$ cat config.mk
export PLATFORM = sky130hd
export DESIGN_NAME = alg_autocor_ctrl
export DESIGN_NICKNAME = d
export VERILOG_FILES = /design/src/rtl/alg_autocor_ctrl_pkg.sv /design/src/rtl/alg_autocor.sv /design/src/rtl/alg_autocor_ctrl.sv
export SDC_FILE = /design/constraint.sdc
export NUM_CORES = 1
export LEC_CHECK = 0
export CORE_ASPECT_RATIO = 1.1
export CORE_MARGIN = 10
export CORE_UTILIZATION = 32
export CTS_BUF_LIST = sky130_fd_sc_hd__clkbuf_16
export DETAILED_ROUTE_END_ITERATION = 10
export SYNTH_ARGS = -nofsm -noshare
export SYNTH_HDL_FRONTEND = slang
export SYNTH_SLANG_ARGS = --single-unit
$ cat constraint.sdc
create_clock -name clk -period 5.54 [get_ports clk]
set_input_delay 0.831 -clock clk [delete_from_list [all_inputs] [get_ports clk]]
set_output_delay 0.831 -clock clk [all_outputs]
set_load 0.005 [all_outputs]
$ cat src/rtl/alg_autocor_ctrl_pkg.sv
// Shared definitions for the autocorrelation DCO control loop.
// State encoding and bundle widths used by the controller and its sub-module.
package alg_autocor_ctrl_pkg;

    localparam int INC_W       = 8;
    localparam int NRISE_W     = 4;
    localparam int WIN_W       = 8;
    localparam int TARGET_RISE = 8;

    typedef enum logic [2:0] {
        ST_IDLE   = 3'd0,
        ST_COUNT  = 3'd1,
        ST_EVAL   = 3'd2,
        ST_UPDATE = 3'd3,
        ST_HOLD   = 3'd4
    } state_e;

endpackage

$ cat src/rtl/alg_autocor.sv
// Maps a window edge count to a signed control increment.
// Error against the target edge count, scaled by a fixed loop gain of 8.
module alg_autocor
    import alg_autocor_ctrl_pkg::*;
(
    input  logic [NRISE_W-1:0] nrise_i,
    output logic [INC_W-1:0]   inc_o
);

    logic [INC_W-1:0] err;

    assign err   = INC_W'(TARGET_RISE) - {{(INC_W-NRISE_W){1'b0}}, nrise_i};
    assign inc_o = err << 3;

endmodule

$ cat src/rtl/alg_autocor_ctrl.sv
// Windowed edge counter driving a saturating DCO control-word accumulator
// with a valid/ready hand-off of each update.
module alg_autocor_ctrl
    import alg_autocor_ctrl_pkg::*;
#(
    parameter int WIN_LEN = 16,
    parameter int ACC_W   = 12
) (
    input  logic                    clk,
    input  logic                    rst_n,
    input  logic                    en,
    input  logic                    sig_in,
    output logic signed [ACC_W-1:0] ctrl_word,
    output logic                    ctrl_valid,
    input  logic                    ctrl_ready,
    output logic                    busy,
    output logic [NRISE_W-1:0]      nrise_dbg
);

    localparam logic [WIN_W-1:0] WIN_LAST = WIN_W'(WIN_LEN - 1);

    state_e             state_q;
    logic [2:0]         sync_q;
    logic [WIN_W-1:0]   win_q;
    logic [NRISE_W-1:0] edge_q;
    logic [NRISE_W-1:0] edge_d;
    logic [NRISE_W-1:0] nrise_q;
    logic [INC_W-1:0]   inc_q;
    logic [INC_W-1:0]   inc;
    logic [ACC_W-1:0]   acc_q;
    logic [ACC_W-1:0]   acc_d;
    logic [ACC_W:0]     sum;
    logic               valid_q;
    logic               rise;

    alg_autocor u_autocor (
        .nrise_i (nrise_q),
        .inc_o   (inc)
    );

    assign rise   = sync_q[1] & ~sync_q[2];
    assign edge_d = (rise && edge_q != '1) ? edge_q + NRISE_W'(1) : edge_q;

    // One guard bit exposes overflow; clamp instead of wrapping.
    assign sum = {acc_q[ACC_W-1], acc_q}
               + {{(ACC_W+1-INC_W){inc_q[INC_W-1]}}, inc_q};

    always_comb begin
        acc_d = sum[ACC_W-1:0];
        if (sum[ACC_W] != sum[ACC_W-1]) begin
            acc_d = sum[ACC_W] ? {1'b1, {(ACC_W-1){1'b0}}}
                               : {1'b0, {(ACC_W-1){1'b1}}};
        end
    end

    always_ff @(posedge clk or negedge rst_n) begin
        if (!rst_n) begin
            state_q <= ST_IDLE;
            sync_q  <= '0;
            win_q   <= '0;
            edge_q  <= '0;
            nrise_q <= '0;
            inc_q   <= '0;
            acc_q   <= '0;
            valid_q <= 1'b0;
        end else begin
            sync_q <= {sync_q[1:0], sig_in};
            unique case (state_q)
                ST_IDLE: begin
                    if (en) begin
                        state_q <= ST_COUNT;
                        win_q   <= '0;
                        edge_q  <= '0;
                    end
                end
                ST_COUNT: begin
                    if (!en) begin
                        state_q <= ST_IDLE;
                        edge_q  <= '0;
                    end else begin
                        edge_q <= edge_d;
                        if (win_q == WIN_LAST) begin
                            state_q <= ST_EVAL;
                            nrise_q <= edge_d;
                        end else begin
                            win_q <= win_q + WIN_W'(1);
                        end
                    end
                end
                ST_EVAL: begin
                    inc_q   <= inc;
                    state_q <= ST_UPDATE;
                end
                ST_UPDATE: begin
                    acc_q   <= acc_d;
                    valid_q <= 1'b1;
                    state_q <= ST_HOLD;
                end
                ST_HOLD: begin
                    if (ctrl_ready) begin
                        valid_q <= 1'b0;
                        win_q   <= '0;
                        edge_q  <= '0;
                        state_q <= en ? ST_COUNT : ST_IDLE;
                    end
                end
                default: state_q <= ST_IDLE;
            endcase
        end
    end

    assign ctrl_word  = acc_q;
    assign ctrl_valid = valid_q;
    assign busy       = (state_q != ST_IDLE);
    assign nrise_dbg  = nrise_q;

endmodule

# [Word-level counts from Yosys, hierarchy flattened]
# Index checks and enable logic that the tools add are counted.
[word_totals] inputBits=5 ff_bits=40 elab_cells=56
[op_classes] n_mux=20 n_eq_ne=12 add_sub_neg=4 reduce_logical=10 bitwise_logic=2
[op_table] operator="8-bit 2-to-1 mux" n=4
[op_table] operator="12-bit 2-to-1 mux" n=2
[op_table] operator="8-bit case mux with 3 select lines" n=1
[op_table] operator="4-bit 2-to-1 mux" n=4
[op_table] operator="3-bit case mux with 5 select lines" n=1
[op_table] operator="12-bit by 8-bit adder with 13-bit output" n=1
[op_table] operator="3-bit 2-to-1 mux" n=4
[op_table] operator="4-bit case mux with 3 select lines" n=1
[op_table] operator="3-bit AND reduction" n=3
[op_table] operator="8-bit by 1-bit adder with 8-bit output (second input constant)" n=1
[op_table] operator="8-bit by 4-bit equality test with 1-bit output (second input constant)" n=1
[op_table] operator="2-bit inequality test (second input constant)" n=4
[op_table] operator="3-bit by 2-bit equality test with 1-bit output (second input constant)" n=2
[op_table] operator="3-bit nonzero test" n=2
[op_table] operator="5-bit AND reduction" n=1
[op_table] operator="4-bit by 4-bit subtractor with 5-bit output (first input constant)" n=1
[op_table] operator="4-bit by 1-bit adder with 4-bit output (second input constant)" n=1
[op_table] operator="4-bit inequality test (second input constant)" n=1
[op_table] operator="3-bit by 1-bit equality test with 1-bit output (second input constant)" n=1
[op_table] operator="3-bit equality test (second input constant)" n=1
[op_table] operator="3-bit zero test" n=1
[op_table] operator="3-bit inequality test (second input constant)" n=1
[op_table] operator="1-bit 2-to-1 mux" n=2
[op_table] operator="1-bit case mux with 2 select lines" n=1
[op_table] operator="other kinds (6)" n=6

# [Depth between registers and ports, before layout]
# Gate-level depths: netlist of run 1.
[logic_depth] ltp_word=6 mapped_depth=14 depth_no_buf=12

# [Cells and area by module]
# From an unflattened synthesis of run 1, not the netlist that was laid out.
[hier_totals] cells_unflattened=258 area_unflattened_um2=2551.2
[modules_own_cells] mod="alg_autocor_ctrl" instances=1 seq_area_each_um2=1076.0 area_each_um2=2458.6 cells_each=245
[modules_own_cells] mod="alg_autocor" instances=1 seq_area_each_um2=0.0 area_each_um2=92.6 cells_each=13

# [Least setup slack after synthesis of run 1]
# OpenSTA, ideal clock, no wires.
[synth_timing] path_type="register to register" from="reg acc_q[3], in the netlist ctrl_word[3]" to="reg acc_q[3], in the netlist ctrl_word[3]" period_less_slack_ns=2.760 setup_slack_ns=2.780 path_stages_with_launch=15 required_time_ns=5.399 arrival_ns=2.619 cell_sequence="dfrtp_1 ha_1 inv_1 fa_1 nand2b_1 a21oi_1 o31ai_1 nand2b_1 a21oi_1 xnor2_1 ha_1 clkbuf_1 nand2b_1 clkbuf_1 a31oi_1"
[synth_between] elab_chain_cells=3 elab_cells_between_ends=4
[synth_lines] item="start: declaration" line_no="alg_autocor_ctrl.sv:30" source="logic [ACC_W-1:0] acc_q;"
[synth_lines] item="start signal: assignment" line_no="alg_autocor_ctrl.sv:64" source="acc_q <= '0;"
[synth_lines] item="start signal: assignment" line_no="alg_autocor_ctrl.sv:95" source="acc_q <= acc_d;"
[synth_lines] item="12-bit by 8-bit adder with 13-bit output (*)" line_no="alg_autocor_ctrl.sv:46" source="+ {{(ACC_W+1-INC_W){inc_q[INC_W-1]}}, inc_q};"
[synth_lines] item="12-bit 2-to-1 mux or 1-bit inequality test (tied branches)" line_no="alg_autocor_ctrl.sv:51, alg_autocor_ctrl.sv:50"
[synth_lines] item="12-bit 2-to-1 mux (*)" line_no="alg_autocor_ctrl.sv:50" source="if (sum[ACC_W] != sum[ACC_W-1]) begin"
# Mark *: on every way between the ends. The rest lies on a longest branch, timed or not.
# A chain may end at the register's enable or synchronous reset.

# [Worst setup path in the final report of run 1]
[layout_timing] from="reg acc_q[3], in the netlist ctrl_word[3]" to="reg acc_q[4], in the netlist ctrl_word[4]"
# The elaborated chain is that of the path after synthesis.

==> results of run 1 <==
-- cell usage after synthesis (all sizes together) --
library cell | n | area share [%]
dfrtp | 38 | 44
nor2 | 28 | 4.9
nand2 | 24 | 4.2
o21ai | 19 | 4.4
a21oi | 15 | 3.7
ha | 13 | 7.6
inv | 13 | 2.3
xnor2 | 9 | 3.7
a31oi | 6 | 1.7
buf | 6 | 2.3
nand2b | 6 | 1.7
nand3 | 6 | 1.4
nor3 | 5 | 1.2
clkbuf | 4 | 0.70
or3 | 4 | 1.2
xor2 | 4 | 1.6
mux2 | 3 | 1.6
and2 | 2 | 0.58
mux2i | 2 | 0.93
o22ai | 2 | 0.58
o31ai | 2 | 0.70
a2111oi | 1 | 0.41
a21bo | 1 | 0.47
a21o | 1 | 0.35
a22o | 1 | 0.47
a22oi | 1 | 0.35
a311oi | 1 | 0.70
a32o | 1 | 0.47
and4 | 1 | 0.41
fa | 1 | 0.93
nand3b | 1 | 0.35
nand4 | 1 | 0.29
nor2b | 1 | 0.29
nor4 | 1 | 0.99
o21a | 1 | 0.35
o21bai | 1 | 0.35
o22a | 1 | 0.47
o2bb2ai | 1 | 0.41
or4 | 1 | 0.35
or4b | 1 | 0.47
-- area by class of cell --
cell class | count | area [µm²] | area share, %
multi-input cells | 169 | 1090 | 42.9
well taps | 82 | 103 | 4.05
inverters | 13 | 48.8 | 1.93
clock buffers | 5 | 125 | 4.94
repair buffers | 22 | 215 | 8.50
clock inverters | 1 | 3.75 | 0.148
flip-flops and latches | 38 | 951 | 37.5
-- kinds of logic after synthesis --
group,count (synthesis)
flip-flops,38
AO/OA/AOI/OAI,55
adder cells (fa/ha/maj),14
buffers and inverters,23
AND/OR/NAND/NOR,82
multiplexers,5
XOR/XNOR,13
-- through the flow --
| step | util (%) | worst slack (ns) |
|---|---|---|
| after floorplan | - | 2.78 |
| after global placement | 36.7 | 2.80 |
| after detailed placement | 36.7 | 2.73 |
| after CTS | 38.6 | 2.73 |
| after global routing | 38.6 | 2.43 |
| final | 38.6 | 2.72 |
-- worst max path at each step --
stage / slack (ns) / end / start / depth (start not counted)
2_1_floorplan: 2.78 / ctrl_word[3] / ctrl_word[3] / 14
3_3_place_gp: 2.80 / win_q[7] / ctrl_ready / 7
3_5_place_dp: 2.73 / ctrl_word[4] / ctrl_word[3] / 12
4_1_cts: 2.73 / ctrl_word[4] / ctrl_word[3] / 12
5_1_grt: 2.43 / ctrl_word[4] / ctrl_word[3] / 12
6_report: 2.72 / ctrl_word[4] / ctrl_word[3] / 12
-- report_power, final --
group / switching (mW) / internal [mW] / total [mW]
Combinational: 0.0163 / 0.0107 / 0.0270
Clock: 0.103 / 0.160 / 0.263
Sequential: 0.00429 / 0.283 / 0.287
Total: 0.124 / 0.453 / 0.577
-- metal layers --
metal	vias to the layer above	wire (µm)
li1	831	-
met1	766	1940
met2	22	2110
met3	2	238
met4	0	17
met5	-	0
-- state kept, by name (all words and copies together), names as in the netlist --
name	flops
edge_q	4
state_q	3
ctrl_valid	1
ctrl_word	10
win_q	8
sync_q	3
nrise_dbg	4
inc_q	5
==> reports/qor.yml, run 1 <==
placed_design:
  hpwl_mm: 3.29
  port_buffers: 22
  placed_cell_area_um2: 2400
  gp_congestion: 0.783
  post-place-cells: 324
logic_synthesis:
  synthMuxAreaShare_pct: 2.50
  synth_cell_types: 45
  synthAdderAreaFrac_pct: 8.49
  ys_ff_latch: 38
  synth-xor-area-share_pct: 5.29
  syn_nets: 249
  synth_seq_area_share_pct: 44.2
  synth_area_per_cell_um2: 9.35
  synth_top_family_by_area: "simple AND/OR/NAND/NOR gates"
  yosysWarnings: 0
  netlist_area_um2: 2150
  yosys.area_share.simple_pct: 18.3
  synth-compound-area-share_pct: 15.9
  synthCells: 230
global_routing:
  grt_max_degree: 39
  grt_overflow_total: 0
  grt.met2_usage_pct: 14.5
  grt_pass1_vias: 1582
  use_met1_pct: 10.0
  grt_pass1_wl_mm: 7.51
  grt_usage_pct: 8.54
  antenna_found_initial: 0
  grt_busiest_layer: "met2"
  use_met3_pct: 2.85
sta:
  finalSetupViolCount: 0
  timing.hold.ws_ns: 0.348
  finClkSkew_ns: 0.00567
  finalHoldViolations: 0
  fin_crit_sh_pct: 50.9
  slew_headroom_pct: 43.2
  final-max-slew-violation-count: 0
  rsz0062_at_grt: "no"
  finalCriticalPeriod_ns: 2.82
  fmax_mhz: 354
  tightestPinTransition_ns: 0.853
  tns_ns: 0
worst_setup_path:
  slowest_delay_ns: 0.45
  r2r_start: "ctrl_word[3]"
  crit_family: "adder cells"
  crit_type: "flip-flop to flip-flop"
  worst_path_max_delay_cell: "ha_1"
  crit_arrival_ns: 2.94
  path_cells: "ha_1, inv_1, fa_1, nand2b_1, a21oi_1, o31ai_1, nand2b_1, a21oi_1, xnor2_1, ha_1, nand2b_1, a31oi_1"
  crit_path_frequent_cell: "nand2b_1"
  crit_path_start_kind: "flip-flop"
  r2r_slack_ns: 2.72
  critPathBufInv: 1
  crit_path_max_fanout: 10
  required_ns: 5.66
  r2r_cells: 12
  rr_endpoint: "ctrl_word[4]"
  endpoint_kind: "flip-flop"
die:
  pin_count: 23
  die-area_um2: 10400
  core_region_area_um2: 6560
  start_util_pct: 32.8
  die_w_um: 98.2
  rows: 31
  die_h_um: 106
clock_network:
  cts.sinks: 38
  cts_root_buf: "clkbuf_16"
  h-tree-depth: 2
  cts_tree: "done"
  postCtsSetupBuffers: 0
  cts.path.max_buffers: 2
  numCtsBuffers: 5
  clock_latency_ns: 0.28
  clkTransAtPathRegs_ns: 0.06
  post_cts_resized: 0
  hold_buffers: 0
worst_hold_path:
  hold_depth: 0
  holdCritPathClass: "flip-flop to flip-flop"
  hold_start: "sync_q[0]"
  hold_end: "sync_q[1]"
drt:
  drt_iter0_markers: 42
  drc: 0
  drtPass1Iterations: 4
  drt-total-wl_mm: 4.31
  viasPerCell: 4.91
  vias: 1621
  antenna_left: 0
  wl_per_cell_um: 13.1
status:
  outcome: "finished, final reports clean"
finish:
  stdcell_count: 330
  syn2layout_area_growth_pct: 17.7
  insertedDiodeCount: 0
  final_cell_area_um2: 2530
  final_common_cell: "dfrtp_1"
  fin_nets: 268
  fillers: 649
  layout.cells.most_common_list: "dfrtp_1 (38), nor2_1 (28), nand2_1 (24), clkdlybuf4s50_1 (21), o21ai_0 (19)"
  layout-drive-gt1-share_pct: 6.45
run:
  max_cap_viol_count: 0
pwr:
  p_leak_nw: 1.14
  total_power_mw: 0.577
  p_per_area_nw_per_um2: 228
  irDropWorstVdd_mv: 0.135
(Power assumes the default switching activity.)
==> run 2, diff against run 1 <==
- clock period: 5.54 -> 2.8 ns (I/O delays scaled with it)
==> run 2 against run 1 <==
Compared with the run above: core utilization is 0.40 points higher; non-clock buffer count is 1 higher; worst setup slack lost 2.5 ns; clock skew is 0.0013 ns lower; cell count increased by 0.91%; final area increased by 1.0%; sequential share of layout area fell by 0.39 points.
==> reports/qor.yml, run 2 (synthesized netlist as in run 1, its figures left out) <==
finish:
  layout-drive-gt1-share_pct: 7.97
  syn2layout_area_growth_pct: 19.0
  layout.cells.most_common_list: "dfrtp_1 (38), nor2_1 (28), nand2_1 (24), clkdlybuf4s50_1 (21), o21ai_0 (19)"
  stdcell_count: 333
  final_common_cell: "dfrtp_1"
  largest_register_ffs: 10
  insertedDiodeCount: 0
  fin_nets: 269
worst_setup_path:
  required_ns: 2.97
  path_cells: "ha_1, a21o_1, a2111oi_0, a22oi_1, ha_1, nor2_1, mux2_2"
  endpoint_kind: "flip-flop"
  slowest_delay_ns: 0.47
  r2r_cells: 7
  worst_path_max_delay_cell: "a2111oi_0"
  r2r_start: "inc_q[7]"
  path_depth: 7
  crit_family: "compound AO/OA/AOI/OAI gates"
  critPathBufInv: 0
  crit_path_max_fanout: 6
  crit_type: "flip-flop to flip-flop"
  crit_path_frequent_cell: "ha_1"
  crit_path_start_kind: "flip-flop"
  rr_endpoint: "ctrl_word[1]"
  r2r_slack_ns: 0.20
  crit_arrival_ns: 2.77
clock_network:
  cts.sinks: 38
  cts.path.max_buffers: 2
  h-tree-depth: 2
  postCtsSetupBuffers: 0
  cts_tree: "done"
  cts_root_buf: "clkbuf_16"
  clock_latency_ns: 0.28
  clkTransAtPathRegs_ns: 0.06
  numCtsBuffers: 5
placed_design:
  port_buffers: 22
  pre_cts_slack_ns: 0.0866
  post-place-cells: 325
  hpwl_mm: 3.17
  gp_congestion: 0.781
global_routing:
  grt.met2_usage_pct: 14.9
  use_met3_pct: 2.85
  grt_pass1_wl_mm: 7.78
  grt_usage_pct: 8.77
  use_met1_pct: 9.97
  grt_max_degree: 39
  grt_overflow_total: 0
  grt_busiest_layer: "met2"
  grt_pass1_vias: 1687
  antenna_found_initial: 0
pwr:
  pwr-share-seq_pct: 49.1
  combinationalPowerShare_pct: 4.7
  p_leak_nw: 1.14
  irDropWorstVdd_mv: 0.303
  p_per_area_nw_per_um2: 452
  clkPwrFrac_pct: 46.3
  p_int_mw: 0.901
  p_sw_share_pct: 22.2
  p_sw_mw: 0.257
die:
  start_util_pct: 32.8
  pin_count: 23
  core_region_area_um2: 6560
  die_h_um: 106
  die-area_um2: 10400
  die_w_um: 98.2
  rows: 31
sta:
  tns_ns: 0
  finalCriticalPeriod_ns: 2.60
  finClkSkew_ns: 0.00433
  finalHoldViolations: 0
  slew_headroom_pct: 42.1
  worst_slack_ns: 0.200
  fmax_mhz: 385
  tightestPinTransition_ns: 0.869
  timing.hold.ws_ns: 0.260
  fin_crit_sh_pct: 92.9
  rsz0062_at_grt: "no"
  finalSetupViolCount: 0
  final-max-slew-violation-count: 0
drt:
  drtPass1Iterations: 4
  drt-total-wl_mm: 4.35
  antenna_left: 0
  viasPerCell: 5.00
  drt_iter0_markers: 44
  vias: 1664
  drc: 0
  wl_per_cell_um: 13.1
status:
  outcome: "finished, final reports clean"
worst_hold_path:
  holdCritPathClass: "input port to asynchronous set/reset pin"
run:
  max_cap_viol_count: 0
## run 2: changes by cell type in the layout (fill, tap and decap cells not counted), sizes merged
cell	delta
buf	+1
clkinv	+2
## run 2: routing by layer
layer	up-vias	share of wire (%)	wire [µm]
met3	6	5.3	232
met2	34	46	2000
met1	780	47	2050
li1	844	-	-
met5	-	0	0
met4	0	1.5	65
## run 2: worst max path at each step
stage                       from            end
global placement    ctrl_word[3]   ctrl_word[3]
floorplan           ctrl_word[3]   ctrl_word[3]
global route        ctrl_word[3]   ctrl_word[4]
finish                  inc_q[7]   ctrl_word[1]
detailed placement  ctrl_word[3]  ctrl_word[10]
CTS                 ctrl_word[3]  ctrl_word[10]
## run 2: power by group through the flow
stage | Clock [mW] | Combinational (mW) | Sequential, mW
after floorplan | 0 | 0.0321 | 0.576
after global placement | 0 | 0.0540 | 0.577
after detailed placement | 0 | 0.0546 | 0.578
after CTS | 0.551 | 0.0551 | 0.568
after global routing | 0.574 | 0.0624 | 0.569
final | 0.536 | 0.0540 | 0.568
## run 2: layout make-up
type / count / area, µm²
clock buffers: 5 / 125
fillers: 658 / 4000
repair buffers: 23 / 223
multi-input cells: 169 / 1100
inverters: 13 / 48.8
well taps: 82 / 103
clock inverters: 3 / 11.3
flip-flops and latches: 38 / 951
## run 2: through the flow
step	utilization (%)	area (µm²)	power, mW
after CTS	38.9	2550	1.17
after global routing	39.0	2560	1.21
final	39.0	2560	1.16
after global placement	36.8	2410	0.631
after floorplan	-	2150	0.608
after detailed placement	36.8	2410	0.633
## run 2: what timing repair did
action | 4_1_cts | 5_1_grt
hold buffers | 0 | 0
setup endpoints to repair | 0 | 9
gates resized for setup | 0 | 3
